## config.mk

```make
export PLATFORM = sky130hd
export DESIGN_NAME = ls_access_flat
export DESIGN_NICKNAME = d
export VERILOG_FILES = /design/src/rtl/ls_access_if.sv /design/src/rtl/ls_access.sv /design/src/flat_wrapper.sv
export SDC_FILE = /design/constraint.sdc
export NUM_CORES = 1
export LEC_CHECK = 0
export CAP_MARGIN = 10
export CORE_AREA = 10 10 266 268
export CTS_CLUSTER_DIAMETER = 80
export DETAILED_ROUTE_END_ITERATION = 10
export DIE_AREA = 0 0 276 278
export PLACE_DENSITY = 0.4
export SYNTH_ARGS = -nofsm -noshare
export SYNTH_HDL_FRONTEND = slang
export SYNTH_SLANG_ARGS = --single-unit
```

## constraint.sdc

```tcl
create_clock -name clk -period 6.3 [get_ports clk]
set_clock_uncertainty 0.2 [all_clocks]
set_input_delay 1.26 -clock clk [delete_from_list [all_inputs] [get_ports clk]]
set_output_delay 1.26 -clock clk [all_outputs]
set_load 0.05 [all_outputs]
```

## src/rtl/ls_access_if.sv

```systemverilog
// ls_access_if -- local-store request/response bus.
//   ls_req    : request strobe (master -> slave)
//   ls_we     : 1 = write, 0 = read
//   ls_addr   : 14-bit quadword address
//   ls_wdata  : 128-bit write data
//   ls_gnt    : request accepted this cycle (slave -> master)
//   ls_rvalid : read data valid (slave -> master)
//   ls_rdata  : 128-bit read data (slave -> master)
interface ls_access_if;
    logic         ls_req;
    logic         ls_we;
    logic [13:0]  ls_addr;
    logic [127:0] ls_wdata;
    logic         ls_gnt;
    logic         ls_rvalid;
    logic [127:0] ls_rdata;

    modport master (
        output ls_req, ls_we, ls_addr, ls_wdata,
        input  ls_gnt, ls_rvalid, ls_rdata
    );

    modport slave (
        input  ls_req, ls_we, ls_addr, ls_wdata,
        output ls_gnt, ls_rvalid, ls_rdata
    );
endinterface

```

## src/rtl/ls_access.sv

```systemverilog
// ls_access -- MEM stage of the pipeline: issues local-store accesses for
// loads/stores, stalls the pipe until they complete, resolves branches and
// registers the writeback slot.
// Ports:
//   clk, reset (async, active-low)
//   valid_in, memRead_in, memWrite_in, mem_to_reg_in, regWrite_enable_in,
//   branch_in, zero_in, JumpPC_in, ALUResult_in, ReadDataC_in, RegisterRT_in
//                              : EX/MEM slot contents
//   stall_out                  : hold EX/MEM and earlier stages
//   pc_src_out, JumpPC_out     : branch resolution
//   ls                         : local-store bus (master side)
//   wb_valid, wb_regWrite, wb_data, wb_rt : registered writeback slot
//   err_out                    : sticky local-store timeout flag
module ls_access (
    input  logic           clk,
    input  logic           reset,
    input  logic           valid_in,
    input  logic           memRead_in,
    input  logic           memWrite_in,
    input  logic           mem_to_reg_in,
    input  logic           regWrite_enable_in,
    input  logic           branch_in,
    input  logic           zero_in,
    input  logic [10:0]    JumpPC_in,
    input  logic [127:0]   ALUResult_in,
    input  logic [127:0]   ReadDataC_in,
    input  logic [6:0]     RegisterRT_in,
    output logic           stall_out,
    output logic           pc_src_out,
    output logic [10:0]    JumpPC_out,
    ls_access_if.master    ls,
    output logic           wb_valid,
    output logic           wb_regWrite,
    output logic [127:0]   wb_data,
    output logic [6:0]     wb_rt,
    output logic           err_out
);

    localparam logic [1:0] S_IDLE = 2'd0;
    localparam logic [1:0] S_REQ  = 2'd1;
    localparam logic [1:0] S_WAIT = 2'd2;

    logic [1:0]   state_q, state_d;
    logic [3:0]   cnt_q, cnt_d;
    logic         err_q, err_d;
    logic         wb_valid_q, wb_valid_d;
    logic         wb_regwrite_q, wb_regwrite_d;
    logic [127:0] wb_data_q, wb_data_d;
    logic [6:0]   wb_rt_q, wb_rt_d;

    logic         mem_op_s;
    logic         done_now_s;
    logic         timeout_s;
    logic         complete_s;

    assign mem_op_s = valid_in & (memRead_in | memWrite_in);

    // Access FSM and timeout counter next-state. The write/read decision in
    // REQ uses memWrite_in directly: inputs are held while stalled, and a
    // read+write combination is treated as a write.
    always_comb begin
        state_d    = state_q;
        cnt_d      = cnt_q;
        done_now_s = 1'b0;
        timeout_s  = 1'b0;
        case (state_q)
            S_IDLE: begin
                if (mem_op_s) begin
                    state_d = S_REQ;
                    cnt_d   = 4'd0;
                end else begin
                    state_d = S_IDLE;
                end
            end
            S_REQ: begin
                if (ls.ls_gnt) begin
                    if (memWrite_in) begin
                        state_d    = S_IDLE;
                        done_now_s = 1'b1;
                    end else begin
                        state_d = S_WAIT;
                        cnt_d   = 4'd0;
                    end
                end else if (cnt_q == 4'd15) begin
                    state_d    = S_IDLE;
                    done_now_s = 1'b1;
                    timeout_s  = 1'b1;
                end else begin
                    cnt_d = cnt_q + 4'd1;
                end
            end
            S_WAIT: begin
                if (ls.ls_rvalid) begin
                    state_d    = S_IDLE;
                    done_now_s = 1'b1;
                end else if (cnt_q == 4'd15) begin
                    state_d    = S_IDLE;
                    done_now_s = 1'b1;
                    timeout_s  = 1'b1;
                end else begin
                    cnt_d = cnt_q + 4'd1;
                end
            end
            default: begin
                state_d = S_IDLE;
                cnt_d   = 4'd0;
            end
        endcase
    end

    // A slot completes when it is a non-memory instruction or its access ends.
    assign complete_s = (valid_in & ~mem_op_s) | done_now_s;

    // Writeback slot next-state; a timed-out access retires with no register
    // write and zero data so the stale load value never reaches RT.
    always_comb begin
        err_d         = err_q | timeout_s;
        wb_valid_d    = 1'b0;
        wb_regwrite_d = 1'b0;
        wb_data_d     = wb_data_q;
        wb_rt_d       = wb_rt_q;
        if (complete_s) begin
            wb_valid_d = 1'b1;
            wb_rt_d    = RegisterRT_in;
            if (timeout_s) begin
                wb_regwrite_d = 1'b0;
                wb_data_d     = 128'd0;
            end else begin
                wb_regwrite_d = regWrite_enable_in;
                wb_data_d     = mem_to_reg_in ? ls.ls_rdata : ALUResult_in;
            end
        end else begin
            wb_valid_d    = 1'b0;
            wb_regwrite_d = 1'b0;
        end
    end

    // State, counter, error flag and writeback registers.
    always_ff @(posedge clk or negedge reset) begin
        if (!reset) begin
            state_q       <= S_IDLE;
            cnt_q         <= 4'd0;
            err_q         <= 1'b0;
            wb_valid_q    <= 1'b0;
            wb_regwrite_q <= 1'b0;
            wb_data_q     <= 128'd0;
            wb_rt_q       <= 7'd0;
        end else begin
            state_q       <= state_d;
            cnt_q         <= cnt_d;
            err_q         <= err_d;
            wb_valid_q    <= wb_valid_d;
            wb_regwrite_q <= wb_regwrite_d;
            wb_data_q     <= wb_data_d;
            wb_rt_q       <= wb_rt_d;
        end
    end

    // Stall is forced low in reset so the front of the pipe is not frozen.
    assign stall_out  = reset & mem_op_s & ~done_now_s;
    assign pc_src_out = valid_in & branch_in & zero_in & ~stall_out;
    assign JumpPC_out = JumpPC_in;

    assign ls.ls_req   = (state_q == S_REQ);
    assign ls.ls_we    = (state_q == S_REQ) & memWrite_in;
    assign ls.ls_addr  = ALUResult_in[17:4];
    assign ls.ls_wdata = ReadDataC_in;

    assign wb_valid    = wb_valid_q;
    assign wb_regWrite = wb_regwrite_q;
    assign wb_data     = wb_data_q;
    assign wb_rt       = wb_rt_q;
    assign err_out     = err_q;

endmodule

```

## src/flat_wrapper.sv

```systemverilog
// flat-port wrapper written by rule: the top's interface ports become plain ports
module ls_access_flat 
  (clk, reset, valid_in, memRead_in, memWrite_in, mem_to_reg_in, regWrite_enable_in, branch_in, zero_in, JumpPC_in, ALUResult_in, ReadDataC_in, RegisterRT_in, stall_out, pc_src_out, JumpPC_out, wb_valid, wb_regWrite, wb_data, wb_rt, err_out, ls_ls_req, ls_ls_we, ls_ls_addr, ls_ls_wdata, ls_ls_gnt, ls_ls_rvalid, ls_ls_rdata);
  ls_access_if ls_i ();
  input  logic clk;
  input  logic reset;
  input  logic valid_in;
  input  logic memRead_in;
  input  logic memWrite_in;
  input  logic mem_to_reg_in;
  input  logic regWrite_enable_in;
  input  logic branch_in;
  input  logic zero_in;
  input  logic [10:0] JumpPC_in;
  input  logic [127:0] ALUResult_in;
  input  logic [127:0] ReadDataC_in;
  input  logic [6:0] RegisterRT_in;
  output logic stall_out;
  output logic pc_src_out;
  output logic [10:0] JumpPC_out;
  output logic wb_valid;
  output logic wb_regWrite;
  output logic [127:0] wb_data;
  output logic [6:0] wb_rt;
  output logic err_out;
  output wire logic [$bits(ls_i.ls_req)-1:0] ls_ls_req;
  output wire logic [$bits(ls_i.ls_we)-1:0] ls_ls_we;
  output wire logic [$bits(ls_i.ls_addr)-1:0] ls_ls_addr;
  output wire logic [$bits(ls_i.ls_wdata)-1:0] ls_ls_wdata;
  input wire logic [$bits(ls_i.ls_gnt)-1:0] ls_ls_gnt;
  input wire logic [$bits(ls_i.ls_rvalid)-1:0] ls_ls_rvalid;
  input wire logic [$bits(ls_i.ls_rdata)-1:0] ls_ls_rdata;
  assign ls_ls_req = ls_i.ls_req;
  assign ls_ls_we = ls_i.ls_we;
  assign ls_ls_addr = ls_i.ls_addr;
  assign ls_ls_wdata = ls_i.ls_wdata;
  assign ls_i.ls_gnt = ls_ls_gnt;
  assign ls_i.ls_rvalid = ls_ls_rvalid;
  assign ls_i.ls_rdata = ls_ls_rdata;
  ls_access u_core (.clk(clk), .reset(reset), .valid_in(valid_in), .memRead_in(memRead_in), .memWrite_in(memWrite_in), .mem_to_reg_in(mem_to_reg_in), .regWrite_enable_in(regWrite_enable_in), .branch_in(branch_in), .zero_in(zero_in), .JumpPC_in(JumpPC_in), .ALUResult_in(ALUResult_in), .ReadDataC_in(ReadDataC_in), .RegisterRT_in(RegisterRT_in), .stall_out(stall_out), .pc_src_out(pc_src_out), .JumpPC_out(JumpPC_out), .ls(ls_i), .wb_valid(wb_valid), .wb_regWrite(wb_regWrite), .wb_data(wb_data), .wb_rt(wb_rt), .err_out(err_out));
endmodule
```

==> results.py, run 1 <==
metrics = {
    "outcome": {
        "outcome": "finished, final reports clean",
    },
    "layout": {
        "layout-drive-gt1-share_pct": 17.1,
        "regArea_sq_mm": 0.00360,
        "final_nets": 1461,
        "area_delta_synth_final_pct": 47.5,
        "n_antenna_cell": 0,
        "multi_input_area_sq_mm": 0.00412,
        "stdcell_count": 1918,
        "fill_cells": 7094,
    },
    "worst_setup_path": {
        "criticalPathCategory": "in -> out",
        "worst_ep_required_time_ps": 4840,
        "regToRegEndpoint": "u_core.wb_data[27]",
        "critPathTopFamily": "buffers and inverters",
        "crit_fanout": 6,
        "cp-endpoint": "stall_out",
        "cp_cell_sequence": "clkdlybuf4s50_1, a32o_1, o21ai_0, and3_1, clkdlybuf4s50_1",
        "crit_slowest_cell": "clkdlybuf4s50_1",
        "rr_worst_depth": 7,
        "cp-startpoint": "memWrite_in",
        "cp.arrival_ps": 3310,
        "max_stage_delay_ps": 800,
        "cp.depth": 5,
        "r2r_start": "u_core.state_q[1]",
        "critPathCaptureType": "output port",
        "reg2reg_slack_ps": 3640,
        "crit_path_start_kind": "primary input",
        "path_common_cell": "clkdlybuf4s50_1",
        "path_buf_inv": 2,
    },
    "sta": {
        "min_period_ps": 4770,
        "post-route-period-util_pct": 75.8,
        "fin_tns_setup_ps": 0,
        "rsz0062_at_grt": "no",
        "hold_ws_ps": 271,
        "finalHoldViolCount": 0,
        "maxSlewViolCount": 0,
        "slew_headroom_pct": 45.7,
        "finalSetupViolCount": 0,
        "layout_setup_ws_ps": 1530,
        "max_freq_ghz": 0.209,
        "tightest_slew_ps": 814,
    },
    "floorplanning": {
        "start_util_pct": 14.3,
        "fp.dieW_um": 276,
        "core_area_sq_mm": 0.0654,
        "num_io_pins": 708,
        "die-area_sq_mm": 0.0767,
        "die_y_um": 278,
        "rows": 94,
    },
    "global_routing": {
        "grt-ovfl-total": 0,
        "antenna_found_initial": 0,
        "grt_max_degree": 74,
        "grt_usage_pct": 8.71,
        "grt_first_pass_wirelength_um": 50300,
        "grt_pass1_vias": 7387,
    },
    "placement": {
        "hpwl_um": 26100,
        "routabilityCongestion": 0.749,
        "dp_slack_ps": 1570,
        "io_buffers": 429,
        "place_inst": 1888,
    },
    "synth": {
        "syn_nets": 1200,
        "syn_area_sq_mm": 0.00936,
        "synth_top_cell_area_share_pct": 38.5,
        "yosys.cell_types.count": 32,
        "ys_top_cells_by_area": "dfrtp_1, mux2_4, mux2i_1",
        "ys_warn_count": 0,
        "yosysTopAreaCell": "dfrtp_1",
        "avgSynthCellArea_sq_um": 12.0,
        "postSynthCellCount": 782,
        "ys_seq_elements": 144,
        "synth_seq_area_share_pct": 38.5,
    },
    "pwr": {
        "p_leak_nw": 5.86,
        "ir_drop_mv": 0.125,
        "cellPowerDensity_mw_per_mm2": 357,
    },
    "clock_tree": {
        "cts_tree": "built",
        "insertion_delay_ps": 460,
        "clk_pin_slew_ps": 60,
        "htreeDepth": 4,
        "post_cts_buffers": 0,
        "cts_buffers": 17,
        "cts_resized": 0,
        "clockRootBuffer": "clkbuf_16",
        "clock_path_buffers": 2,
        "cts_hold_buf": 0,
        "cts.sink_count": 144,
    },
    "route": {
        "drcViolationCount": 0,
        "wl_um": 34100,
        "wire_per_inst_um": 17.8,
        "drt_iter0_drc": 173,
        "viasPerCell": 3.38,
        "postRouteAntennaNets": 0,
        "vias": 6485,
        "firstDrtPassIters": 4,
    },
    "worst_hold_path": {
        "min_path_type": "reg -> reg",
    },
    "job": {
        "drv_cap": 0,
    },
}
==> worst min-delay path by stage <==
| stage | startpoint | endpoint | cells past startpoint |
|---|---|---|---|
| after floorplan | u_core.cnt_q[1] | u_core.cnt_q[1] | 1 |
| after detailed placement | u_core.err_out | u_core.err_out | 1 |
| after global placement | u_core.err_out | u_core.err_out | 1 |
| final | u_core.err_out | u_core.err_out | 1 |
| after global routing | u_core.err_out | u_core.err_out | 1 |
| after CTS | u_core.err_out | u_core.err_out | 1 |
==> state kept, by name, summed over array words and instances, names as in the netlist <==
signal,count
u_core.err_out,1
u_core.wb_regWrite,1
u_core.wb_rt,7
u_core.state_q,2
u_core.wb_data,128
u_core.wb_valid,1
u_core.cnt_q,4
==> placed cells by master, fill, tap and decap left out, types with 4 or more instances in the layout <==
master,n
buf_4,6
clkdlybuf4s50_1,427
clkbuf_16,17
mux2_2,8
dfrtp_1,144
nor2_1,132
o21ai_0,5
inv_1,4
mux2_4,128
mux2i_1,128
a21oi_1,6
ha_1,5
==> report_power, final <==
| group | internal (W) | leakage (nW) | switching, W |
|---|---|---|---|
| Sequential | 0.00120 | 1.70 | 0.000158 |
| Combinational | 0.00104 | 3.89 | 0.00147 |
| Clock | 0.000627 | 0.282 | 0.000430 |
==> synthesized netlist by cell type <==
library cell and n:
buf_4 154, dfrtp_1 144, nor2_1 132, mux2_4 128, mux2i_1 128, buf_12 14, buf_2 14, buf_6 11
mux2_2 8, a21oi_1 6, ha_1 5, o21ai_0 5, inv_1 4, clkbuf_1 3, nand2_1 3, nand3_1 3
a31oi_1 2, a32oi_1 2, and3_1 2, nand2b_1 2, a211oi_2 1, a21o_1 1, a22o_1 1, a32o_1 1
a41oi_1 1, and2_1 1, and3b_1 1, nand2b_4 1, nand3_2 1, nor2b_1 1, o221ai_2 1, or2_2 1
==> layer usage <==
metal | wire, um | GRT usage [%] | up-vias
met3 | 2850 | 3.99 | 39
li1 | - | - | 3009
met2 | 16800 | 14.4 | 350
met4 | 670 | 3.57 | 0
met5 | 0 | 0 | -
met1 | 13800 | 9.59 | 3087
==> final cells by class <==
cell class,count,area share [%]
sequential,144,26.1
inverter,4,0.109
clock inverter,10,0.997
tap,864,7.83
clock buffer,20,3.24
multi-input combinational,438,29.8
timing repair buffer,438,31.9
==> cells by family after synthesis <==
kind of cell / Yosys count / synth area share [%]
buffers and inverters: 200 / 17.7
adders and majority gates: 5 / 0.668
muxes: 264 / 35.2
AOI/OAI and AO/OA: 21 / 1.58
and+or+nand+nor: 148 / 6.39
DFF: 144 / 38.5
==> through the flow <==
stage	total power, W	area, sq um	utilization (%)
CTS	0.00505	13800	21.1
global placement	0.00392	13200	20.2
floorplan	0.00320	9360	-
finish	0.00493	13800	21.1
detailed placement	0.00391	13200	20.2
global route	0.00516	13800	21.1
Note: power is estimated with default switching activity, not from simulation.
==> run 2, diff against run 1 <==
--- a/config.mk
+++ b/config.mk
@@ -6,11 +6,11 @@
 export NUM_CORES = 1
 export LEC_CHECK = 0
 export CAP_MARGIN = 10
-export CORE_AREA = 10 10 266 268
+export CORE_AREA = 10 10 267 269
 export CTS_CLUSTER_DIAMETER = 80
 export DETAILED_ROUTE_END_ITERATION = 10
-export DIE_AREA = 0 0 276 278
-export PLACE_DENSITY = 0.4
+export DIE_AREA = 0 0 277 279
+export PLACE_DENSITY = 0.41
 export SYNTH_ARGS = -nofsm -noshare
 export SYNTH_HDL_FRONTEND = slang
 export SYNTH_SLANG_ARGS = --single-unit
==> constraint.sdc (replaced) <==
create_clock -name clk -period 4.1 [get_ports clk]
set_clock_uncertainty 0.2 [all_clocks]
set_input_delay 0.82 -clock clk [delete_from_list [all_inputs] [get_ports clk]]
set_output_delay 0.82 -clock clk [all_outputs]
set_load 0.05 [all_outputs]
==> run 2 against run 1 <==
  * Worst hold slack got worse by 200 ps
  * Global-route usage fell by 0.24 points
  * Cell area rose by 0.63%
  * Largest cell class unchanged
  * Die area rose by 0.72%
  * Wire length fell by 2.2%
  * Cell count rose by 0.42%
  * Sequential share of layout area fell by 0.16 points
  * Total power rose by 55%
  * Non-clock buffer count rose by 6
  * Via count rose by 0.31%
  * Sequential cell count did not move
==> results.py, run 2 (synthesis results as in run 1) <==
metrics = {
    "global_routing": {
        "met3_usage_pct": 4.41,
        "use_met2_pct": 13.8,
        "grt_usage_pct": 8.47,
        "grt_max_degree": 75,
        "grt_pass1_vias": 7333,
        "grt_util_met1_pct": 9.13,
        "top_usage_layer": "met2",
        "antenna_found_initial": 0,
        "grt-ovfl-total": 0,
        "grt_first_pass_wirelength_um": 49200,
    },
    "sta": {
        "finalSetupViolCount": 0,
        "slew_headroom_pct": 49.6,
        "finalHoldViolCount": 0,
        "fin_tns_setup_ps": 0,
        "tightest_slew_ps": 755,
        "max_freq_ghz": 0.290,
        "maxSlewViolCount": 0,
        "post-route-period-util_pct": 84.1,
        "min_period_ps": 3450,
        "rsz0062_at_grt": "no",
    },
    "clock_tree": {
        "clock_path_buffers": 2,
        "insertion_delay_ps": 460,
        "cts_resized": 0,
        "cts_hold_buf": 0,
        "cts.sink_count": 144,
        "clockRootBuffer": "clkbuf_16",
        "cts_buffers": 17,
        "cts_tree": "built",
        "post_cts_buffers": 0,
        "clk_pin_slew_ps": 60,
        "htreeDepth": 4,
    },
    "layout": {
        "n_antenna_cell": 0,
        "layout-drive-gt1-share_pct": 17.9,
        "final_nets": 1467,
        "largest_register_ffs": 128,
        "mostFrequentLayoutCells": "clkdlybuf4s50_1, dfrtp_1, nor2_1",
        "area_delta_synth_final_pct": 48.4,
        "stdcell_count": 1926,
        "final_common_cell": "clkdlybuf4s50_1",
    },
    "worst_setup_path": {
        "crit_path_start_kind": "primary input",
        "cp.arrival_ps": 2430,
        "cp_cell_sequence": "clkdlybuf4s50_1, and2_1, clkdlybuf4s50_1",
        "crit_slowest_cell": "clkdlybuf4s50_1",
        "critPathCaptureType": "output port",
        "criticalPathCategory": "in -> out",
        "reg2reg_slack_ps": 1360,
        "max_stage_delay_ps": 800,
        "rr_worst_depth": 7,
        "worst_ep_required_time_ps": 3080,
        "crit_fanout": 6,
        "r2r_start": "u_core.state_q[1]",
        "regToRegEndpoint": "u_core.wb_data[19]",
        "path_common_cell": "clkdlybuf4s50_1",
    },
    "floorplanning": {
        "core_area_sq_mm": 0.0656,
        "start_util_pct": 14.3,
        "rows": 94,
        "die_y_um": 279,
        "num_io_pins": 708,
        "fp.dieW_um": 277,
        "die-area_sq_mm": 0.0773,
    },
    "placement": {
        "routabilityCongestion": 0.703,
        "hpwl_um": 26000,
        "place_inst": 1894,
        "io_buffers": 429,
    },
    "pwr": {
        "ir_drop_mv": 0.215,
        "cellPowerDensity_mw_per_mm2": 548,
        "p_leak_nw": 5.91,
    },
    "worst_hold_path": {
        "min_path_type": "in -> async",
    },
    "outcome": {
        "outcome": "finished, final reports clean",
    },
    "route": {
        "vias": 6505,
        "drcViolationCount": 0,
        "drt_iter0_drc": 163,
        "wl_um": 33300,
        "viasPerCell": 3.38,
        "wire_per_inst_um": 17.3,
        "firstDrtPassIters": 4,
        "postRouteAntennaNets": 0,
    },
    "job": {
        "drv_cap": 0,
    },
}
## run 2: cell types whose count changed in the layout (fill, tap and decap cells not counted), sizes merged
cell,before,now
inv,5,6
clkinv,4,5
clkdlybuf4s50,427,425
buf,11,19
## run 2: critical path: cells and delay by family
family / cells / cell delay, ps
simple gates: 1 / 170
buf+inv: 2 / 1430
## run 2: stage by stage
stage	total power (W)	setup slack, ps	area [sq um]	util (%)	hold slack, ps
floorplan	0.00492	825	9360	-	313
global placement	0.00602	627	13300	20.2	255
detailed placement	0.00602	638	13300	20.2	258
CTS	0.00780	637	13900	21.2	45.6
global route	0.00800	582	13900	21.2	73.4
finish	0.00761	652	13900	21.2	70.1
## run 2: metal layers
metal  share of wire [%]  vias up
li1                    -     3028
met1                  39     3128
met2                  49      307
met3                 9.7       42
met4                 2.1        0
met5                   0        -
## run 2: final cells by class
type	instances	area, sq um
sequential	144	3600
timing repair buffer	444	4470
clock buffer	20	447
inverter	4	15.0
tap	864	1080
multi-input combinational	438	4120
clock inverter	12	159
fill	7092	51700
## run 2: report_power, final
group	internal [W]	total, W	leakage [nW]	switching, W
Clock	0.000976	0.00168	0.291	0.000700
Sequential	0.00185	0.00210	1.70	0.000249
Combinational	0.00160	0.00384	3.93	0.00224
## run 2: worst max path at each step
stage	cells past startpoint	from	endpoint
after floorplan	5	u_core.state_q[1]	pc_src_out
after global placement	5	memWrite_in	stall_out
after detailed placement	3	memWrite_in	ls_ls_we
after CTS	3	memWrite_in	ls_ls_we
after global routing	5	memWrite_in	stall_out
final	3	memWrite_in	ls_ls_we
==> run 3, diff against run 2 <==
--- a/config.mk
+++ b/config.mk
@@ -6,11 +6,11 @@
 export NUM_CORES = 1
 export LEC_CHECK = 0
 export CAP_MARGIN = 10
-export CORE_AREA = 10 10 267 269
+export CORE_AREA = 10 10 266 268
 export CTS_CLUSTER_DIAMETER = 80
 export DETAILED_ROUTE_END_ITERATION = 10
-export DIE_AREA = 0 0 277 279
-export PLACE_DENSITY = 0.41
+export DIE_AREA = 0 0 276 278
+export PLACE_DENSITY = 0.4
 export SYNTH_ARGS = -nofsm -noshare
 export SYNTH_HDL_FRONTEND = slang
 export SYNTH_SLANG_ARGS = --single-unit
==> constraint.sdc (replaced) <==
create_clock -name clk -period 3.56 [get_ports clk]
set_clock_uncertainty 0.2 [all_clocks]
set_input_delay 0.712 -clock clk [delete_from_list [all_inputs] [get_ports clk]]
set_output_delay 0.712 -clock clk [all_outputs]
set_load 0.05 [all_outputs]
==> run 3 against run 2 <==
  * Worst hold slack improved by 200 ps
  * Sequential share of layout area down 0.23 points
  * Sequential cell count unchanged
  * First-iteration DRC count is 53% higher
  * Total power is 15% higher
  * Critical path type is now reg -> out
  * Cell area increased by 0.89%
  * Core utilization rose by 0.27 points
  * Clock power grew 10%
  * Worst setup slack got worse by 180 ps
==> results.py, run 3 (synthesis results as in run 1) <==
metrics = {
    "sta": {
        "finalSetupViolCount": 0,
        "min_period_ps": 3090,
        "max_freq_ghz": 0.324,
        "fin_tns_setup_ps": 0,
        "finalHoldViolCount": 0,
        "rsz0062_at_grt": "no",
        "maxSlewViolCount": 0,
        "post-route-period-util_pct": 86.7,
        "tightest_slew_ps": 771,
        "slew_headroom_pct": 48.6,
    },
    "worst_setup_path": {
        "crit_slowest_cell": "dfrtp_1",
        "worst_ep_required_time_ps": 2650,
        "reg2reg_slack_ps": 920,
        "crit_path_start_kind": "flip-flop",
        "regToRegEndpoint": "u_core.wb_data[25]",
        "criticalPathCategory": "reg -> out",
        "cp_cell_sequence": "ha_1, nand3_2, a21oi_1, o21ai_0, a31oi_1, buf_12",
        "cp-endpoint": "pc_src_out",
        "max_stage_delay_ps": 400,
        "r2r_start": "u_core.state_q[0]",
        "cp.arrival_ps": 2170,
        "rr_worst_depth": 8,
        "critPathCaptureType": "output port",
        "crit_fanout": 7,
        "cp-startpoint": "u_core.cnt_q[0]",
    },
    "placement": {
        "routabilityCongestion": 0.709,
        "hpwl_um": 27000,
        "place_inst": 1900,
        "io_buffers": 429,
    },
    "route": {
        "wl_um": 34400,
        "drcViolationCount": 0,
        "firstDrtPassIters": 5,
        "wire_per_inst_um": 17.8,
        "drt_iter0_drc": 250,
        "viasPerCell": 3.38,
        "postRouteAntennaNets": 0,
        "vias": 6531,
    },
    "layout": {
        "largest_register_ffs": 128,
        "layout-drive-gt1-share_pct": 18.5,
        "final_common_cell": "clkdlybuf4s50_1",
        "n_antenna_cell": 0,
        "mostFrequentLayoutCells": "clkdlybuf4s50_1, dfrtp_1, nor2_1",
        "final_nets": 1474,
        "utilization_pct": 21.4,
        "fill_cells": 7085,
        "area_delta_synth_final_pct": 49.7,
        "stdcell_count": 1933,
    },
    "clock_tree": {
        "insertion_delay_ps": 470,
        "cts.sink_count": 144,
        "clockRootBuffer": "clkbuf_16",
        "htreeDepth": 4,
        "clk_pin_slew_ps": 70,
        "post_cts_buffers": 0,
        "cts_buffers": 17,
        "clock_path_buffers": 2,
        "cts_tree": "built",
    },
    "global_routing": {
        "grt_usage_pct": 8.87,
        "antenna_found_initial": 1,
        "grt_max_degree": 81,
        "grt_first_pass_wirelength_um": 51200,
        "grt-ovfl-total": 0,
        "grt_pass1_vias": 7395,
    },
    "worst_hold_path": {
        "min_path_type": "reg -> reg",
        "whs_path_depth": 1,
    },
    "floorplanning": {
        "fp.dieW_um": 276,
        "start_util_pct": 14.3,
        "rows": 94,
        "num_io_pins": 708,
        "die_y_um": 278,
        "die-area_sq_mm": 0.0767,
        "core_area_sq_mm": 0.0654,
    },
    "outcome": {
        "outcome": "finished, final reports clean",
    },
    "job": {
        "drv_cap": 0,
    },
    "pwr": {
        "ir_drop_mv": 0.246,
        "p_leak_nw": 5.97,
        "finalPower_w": 0.00873,
        "cellPowerDensity_mw_per_mm2": 623,
    },
}
## run 3: metrics by stage
| step | cell area, sq um | setup slack [ps] | hold slack (ps) |
|---|---|---|---|
| 2_1_floorplan | 9360 | 393 | 216 |
| 3_3_place_gp | 13400 | 493 | 256 |
| 3_5_place_dp | 13400 | 454 | 261 |
| 4_1_cts | 14000 | 433 | 273 |
| 5_1_grt | 14000 | 309 | 297 |
| 6_report | 14000 | 475 | 266 |
## run 3: routing by layer
metal	part of all wire (%)	GRT usage [%]	up-vias
met3	8.8	4.38	40
met4	1.7	3.36	2
met1	41	9.89	3121
met2	49	14.4	338
li1	-	-	3030
met5	0.038	0	-
## run 3: worst min path at each step
| stage | from | to | slack [ps] |
|---|---|---|---|
| after floorplan | reset | u_core.cnt_q[0] | 220 |
| after global placement | u_core.err_out | u_core.err_out | 260 |
| after detailed placement | u_core.err_out | u_core.err_out | 260 |
| after CTS | u_core.err_out | u_core.err_out | 270 |
| after global routing | u_core.err_out | u_core.err_out | 300 |
| final | u_core.err_out | u_core.err_out | 270 |
## run 3: what timing repair did
item / 4_1_cts / 5_1_grt
hold buffers: 1 / 0
gates resized for setup: 0 / 0
endpoints found under the hold margin: 8 / 0
## run 3: layout make-up
type	instances	area (sq um)	area share (%)
inverter	4	15.0	0.107
sequential	144	3600	25.7
timing repair buffer	451	4610	32.9
multi-input combinational	438	4120	29.4
clock inverter	12	133	0.946
clock buffer	20	457	3.26
tap	864	1080	7.71
## run 3: power breakdown
part           leakage [nW]  switching (W)  total (W)  internal, W
Clock                 0.283       0.000781    0.00185      0.00107
Combinational          3.99        0.00260    0.00445      0.00186
Sequential             1.70       0.000290    0.00242      0.00213
## run 3: critical path: cells and delay by family, from the launching register on
| kind | cells | cell delay (ps) |
|---|---|---|
| buf+inv | 1 | 180 |
| compound gates | 3 | 630 |
| simple gates | 1 | 230 |
| fa+ha+maj | 1 | 260 |
| flops | 1 | 400 |
